[src/rtl/bit_serializer_pkg.sv]
// Shared constants and types for the bit serializer and the sequence-detector
// bench that consumes its bitstream.
package bit_serializer_pkg;

   localparam int DEFAULT_WIDTH = 8;

   typedef enum logic {
      ORDER_MSB_FIRST = 1'b0,
      ORDER_LSB_FIRST = 1'b1
   } bit_order_t;

   // Pattern recognised by the downstream sequence detector.
   localparam logic [4:0] PATTERN_11011 = 5'b11011;

   // The shifter state is exactly the "active" flag.
   typedef enum logic {
      ST_IDLE  = 1'b0,
      ST_SHIFT = 1'b1
   } ser_state_t;

endpackage

[src/rtl/bit_serializer_hold_slot.sv]
// Single-entry valid/ready slot in front of the shifter. Ready depends only on
// registered state, so upstream sees no combinational path from word_valid.
module ser_hold_slot
   import bit_serializer_pkg::*;
#(
   parameter int WIDTH = DEFAULT_WIDTH
) (
   input  logic             clk,
   input  logic             reset,
   input  logic [WIDTH-1:0] word_in,
   input  logic             word_valid,
   output logic             word_ready,
   input  logic             drain,
   output logic [WIDTH-1:0] hold_word,
   output logic             hold_full
);

   logic [WIDTH-1:0] hold_reg;
   logic             full_reg;

   assign word_ready = !full_reg && !reset;
   assign hold_word  = hold_reg;
   assign hold_full  = full_reg;

   // Accept needs an empty slot and drain needs a full one, so they never coincide;
   // a drained slot can only refill on the following edge.
   always_ff @(posedge clk) begin
      if (reset) begin
         full_reg <= 1'b0;
         hold_reg <= '0;
      end else if (word_valid && word_ready) begin
         full_reg <= 1'b1;
         hold_reg <= word_in;
      end else if (drain) begin
         full_reg <= 1'b0;
      end
   end

endmodule

[src/rtl/bit_serializer.sv]
// Parallel-to-serial converter: words arrive over valid/ready, leave one bit
// per clock on dout; the hold slot lets consecutive words stream gap-free.
module bit_serializer
   import bit_serializer_pkg::*;
#(
   parameter int WIDTH     = DEFAULT_WIDTH,
   parameter bit LSB_FIRST = ORDER_MSB_FIRST
) (
   input  logic             clk,
   input  logic             reset,
   input  logic [WIDTH-1:0] word_in,
   input  logic             word_valid,
   output logic             word_ready,
   output logic             dout,
   output logic             dout_valid,
   output logic             busy
);

   localparam int                CNT_W = $clog2(WIDTH);
   localparam logic [CNT_W-1:0] LAST  = CNT_W'(WIDTH - 1);

   ser_state_t       state_reg, state_next;
   logic [CNT_W-1:0] bit_cnt, cnt_next;
   logic [WIDTH-1:0] sh_reg, sh_next, sh_shifted;
   logic [WIDTH-1:0] hold_word;
   logic             hold_full;
   logic             drain;
   logic             out_bit;
   logic             active;

   ser_hold_slot #(.WIDTH(WIDTH)) u_slot (
      .clk        (clk),
      .reset      (reset),
      .word_in    (word_in),
      .word_valid (word_valid),
      .word_ready (word_ready),
      .drain      (drain),
      .hold_word  (hold_word),
      .hold_full  (hold_full)
   );

   // The output end of the shift register is fixed by the bit order.
   generate
      if (LSB_FIRST == ORDER_LSB_FIRST) begin : g_lsb
         assign sh_shifted = {1'b0, sh_reg[WIDTH-1:1]};
         assign out_bit    = sh_reg[0];
      end else begin : g_msb
         assign sh_shifted = {sh_reg[WIDTH-2:0], 1'b0};
         assign out_bit    = sh_reg[WIDTH-1];
      end
   endgenerate

   assign active     = (state_reg == ST_SHIFT);
   assign dout       = active ? out_bit : 1'b0;
   assign dout_valid = active;
   assign busy       = active || hold_full;

   always_ff @(posedge clk) begin
      if (reset) begin
         state_reg <= ST_IDLE;
         bit_cnt   <= '0;
         sh_reg    <= '0;
      end else begin
         state_reg <= state_next;
         bit_cnt   <= cnt_next;
         sh_reg    <= sh_next;
      end
   end

   always_comb begin
      state_next = state_reg;
      cnt_next   = bit_cnt;
      sh_next    = sh_reg;
      drain      = 1'b0;
      case (state_reg)
         ST_IDLE: begin
            if (hold_full) drain = 1'b1;
         end
         ST_SHIFT: begin
            if (bit_cnt == LAST) begin
               // Reloading on the last bit is what keeps dout_valid continuous.
               if (hold_full) drain = 1'b1;
               else           state_next = ST_IDLE;
            end else begin
               cnt_next = bit_cnt + 1'b1;
               sh_next  = sh_shifted;
            end
         end
         default: state_next = ST_IDLE;
      endcase
      if (drain) begin
         sh_next    = hold_word;
         cnt_next   = '0;
         state_next = ST_SHIFT;
      end
   end

endmodule

[config.mk]
export PLATFORM = sky130hd
export DESIGN_NAME = bit_serializer
export DESIGN_NICKNAME = d
export VERILOG_FILES = /design/src/rtl/bit_serializer_pkg.sv /design/src/rtl/bit_serializer_hold_slot.sv /design/src/rtl/bit_serializer.sv
export SDC_FILE = /design/constraint.sdc
export NUM_CORES = 1
export LEC_CHECK = 0
export CAP_MARGIN = 40
export CORE_UTILIZATION = 45
export DETAILED_ROUTE_END_ITERATION = 6
export PLACE_DENSITY = 0.83
export SLEW_MARGIN = 20
export SYNTH_ARGS = -nofsm -noshare
export SYNTH_HDL_FRONTEND = slang
export SYNTH_SLANG_ARGS = --single-unit
[constraint.sdc]
create_clock -name clk -period 1.45 [get_ports clk]
set_clock_uncertainty 0.05 [all_clocks]
set_input_delay 0.2175 -clock clk [delete_from_list [all_inputs] [get_ports clk]]
set_output_delay 0.2175 -clock clk [all_outputs]
set_load 0.005 [all_outputs]
==> flow_metrics.env <==
export IMPL_die_h_um=46.4
export IMPL_dpl_cell_area_um2=1060
export IMPL_fillCellCount=146
export IMPL_cp_required_ns=1.62
export IMPL_numCtsBuffers=3
export IMPL_wl_per_cell_um=12.0
export IMPL_post_route_period_util_pct=95.4
export IMPL_seq_area_frac_synth_pct=47.5
export IMPL_num_antenna_cells=0
export IMPL_regArea_um2=424
export IMPL_area_growth_pct=26.8
export IMPL_cts_buffer_depth=2
export IMPL_path_clk_slew_ns=0.11
export IMPL_multi_input_area_um2=419
export IMPL_worst_path_stages=5
export IMPL_ys_ff_latch=21
export IMPL_cts_hold_buf=0
export IMPL_worst_slew_pin_slew_ns=0.292
export IMPL_max_freq_mhz=723
export IMPL_critical_path_class="reg2reg"
export IMPL_status="finished clean"
export IMPL_vias=704
export IMPL_grt_pass1_vias=683
export IMPL_die_area_um2=2150
export IMPL_stdcell_area_um2=1120
export IMPL_p_per_area_nw_per_um2=988
export IMPL_peakVddDrop_v=0.000485
export IMPL_crit_buf_inv=1
export IMPL_r2r_cells=5
export IMPL_wl_mm=1.71
export IMPL_finalMaxSlewViolations=0
export IMPL_cts_sinks=21
export IMPL_grtUsageTotal_pct=18.3
export IMPL_rows=15
export IMPL_fin_crit_ns=1.38
export IMPL_core_area_um2=1780
export IMPL_clockRootBuffer="clkbuf_4"
export IMPL_hpwl_mm=1.14
export IMPL_die_x_um=46.4
export IMPL_port_buffers=14
export IMPL_end_kind="register"
export IMPL_io_pins=15
export IMPL_wl_met1_um=765
export IMPL_crit_arrival_ns=1.55
export IMPL_clk_latency_ns=0.30
export IMPL_yosysWarningCount=0
export IMPL_layout_cells_non_filler=143
export IMPL_grt_pass1_wl_mm=2.78
export IMPL_syn_area_per_cell_um2=9.04
export IMPL_cap_viol_max_count=0
export IMPL_hold_slack_ns=0.397
export IMPL_relSlewSlack_pct=80.5
export IMPL_min_path_type="in2reg"
export IMPL_htree_num_levels=1
export IMPL_grt_max_degree=22
export IMPL_synth_distinct_cells=18
export IMPL_worstHoldPathCells=3
export IMPL_firstDrtPassIters=3
export IMPL_drive_above_1_share_pct=18.6
export IMPL_netlist_area_um2=886
export IMPL_worstSetupStartpointType="register"
export IMPL_gp_congestion=0.694
export IMPL_leakage_uw=0.000469
export IMPL_max_stage_delay_ns=0.34
export IMPL_synth_cells=98
export IMPL_path_common_cell="ha_1"
export IMPL_drc=0
export IMPL_start_util_pct=49.7
export IMPL_dp_cells=137
export IMPL_antenna_found_initial=0
export IMPL_ant_nets=0
export IMPL_top_layer_used="met4"
export IMPL_setup_viol=0
export IMPL_overflow=0
export IMPL_critical_path_max_fanout=17
export IMPL_cp_slowest_cell="dfxtp_2"
export IMPL_wl_met3_um=28
export IMPL_cts_tree="done"
export IMPL_nets=132
export IMPL_wl_met2_um=894
export IMPL_first_iter_violations=4
export IMPL_hold_violations=0
export IMPL_post_route_util_pct=63.0
export IMPL_path_delay_family="adder cells"
export IMPL_vias_per_cell=4.92
export IMPL_path_cells="ha_1 -> ha_1 -> nand2b_4 -> buf_12 -> a211oi_1"
export IMPL_synthesis_nets=111
-- repair_timing --
| action | in CTS | in global routing |
|---|---|---|
| setup buffers | 2 | 0 |
| resized for setup | 6 | 7 |
| pin swaps | 0 | 0 |
| endpoints found under the setup margin | 4 | 8 |
| cloned | 0 | 0 |
-- cell usage in the layout, fill, tap and decap left out --
cell	synthesis	final
buf_12	1	1
ha_1	2	2
clkbuf_1	2	1
buf_4	1	9
nand3b_1	3	3
nand2b_1	3	2
and2_1	1	1
clkbuf_2	0	1
a21oi_1	12	11
clkdlybuf4s50_1	0	10
a211oi_1	7	5
dlygate4sd2_1	0	2
mux2i_1	8	8
a211oi_2	0	2
nor2b_1	2	2
dfxtp_1	21	18
a21oi_2	0	1
nand2_1	18	18
dlymetal6s2s_1	0	1
clkbuf_4	0	3
nor2_1	11	11
nand2b_4	0	1
dfxtp_2	0	3
nor3_1	1	1
or2_2	1	1
-- cell type report --
| class | instances | share of cell area (%) |
|---|---|---|
| clock buffers | 4 | 2.34 |
| repair buffers | 24 | 19.8 |
| flip-flops and latches | 21 | 37.8 |
| multi-input cells | 69 | 37.3 |
| well taps | 25 | 2.78 |
-- path summary, 6_finish.rpt --
path	end	slack, ns	from
max reg2reg	sh_reg[4]	0.07	bit_cnt[0]
min reg2reg	u_slot.hold_word[5]	0.41	u_slot.hold_word[5]
max	sh_reg[4]	0.07	bit_cnt[0]
min	u_slot.hold_word[0]	0.40	word_in[0]
-- report_power, final --
part | internal, uW | switching [uW] | total, uW
logic | 106 | 88.4 | 195
clock network | 107 | 171 | 278
registers | 616 | 21.5 | 637
-- synth_stat cells --
| library cell | number | area, um^2 |
|---|---|---|
| dfxtp_1 | 21 | 420 |
| nand2_1 | 18 | 67.6 |
| a21oi_1 | 12 | 60.1 |
| nor2_1 | 11 | 41.3 |
| mux2i_1 | 8 | 80.1 |
| a211oi_1 | 7 | 52.6 |
| nand2b_1 | 3 | 18.8 |
| nand3b_1 | 3 | 22.5 |
| buf_2 | 2 | 10.0 |
| buf_6 | 2 | 22.5 |
| clkbuf_1 | 2 | 7.51 |
| ha_1 | 2 | 25.0 |
| nor2b_1 | 2 | 12.5 |
| and2_1 | 1 | 6.26 |
| buf_12 | 1 | 20.0 |
| buf_4 | 1 | 7.51 |
| nor3_1 | 1 | 5.00 |
| or2_2 | 1 | 6.26 |
-- cell families (layout without fill, tap and decap cells) --
family / Yosys count / count (layout) / share of synthesized area [%]
flops: 21 / 21 / 47.5
compound gates: 19 / 19 / 12.7
buf+inv: 8 / 28 / 7.63
simple gates: 40 / 40 / 20.3
fa+ha+maj: 2 / 2 / 2.82
mux: 8 / 8 / 9.04
-- per-layer routing --
metal | vias up | global-route usage [%]
met5 | - | 0
met4 | 0 | 10.6
met3 | 2 | 2.35
met2 | 11 | 31.7
met1 | 322 | 21.1
li1 | 369 | -
-- worst register-to-register path: stages (launching register included) --
cell and delay (ns):
dfxtp_2 0.34, ha_1 0.20, ha_1 0.20, nand2b_4 0.15, buf_12 0.14, a211oi_1 0.22
-- metrics by stage --
stage / total power (uW) / worst slack, ns / TNS, ns
2_1_floorplan: 759 / 0.0769 / 0
3_3_place_gp: 825 / -0.0294 / -0.0294
3_5_place_dp: 832 / -0.0442 / -0.0442
4_1_cts: 1110 / 0.0112 / 0
5_1_grt: 1160 / -0.0101 / -0.0101
6_report: 1110 / 0.0663 / 0
(Power assumes the default switching activity.)
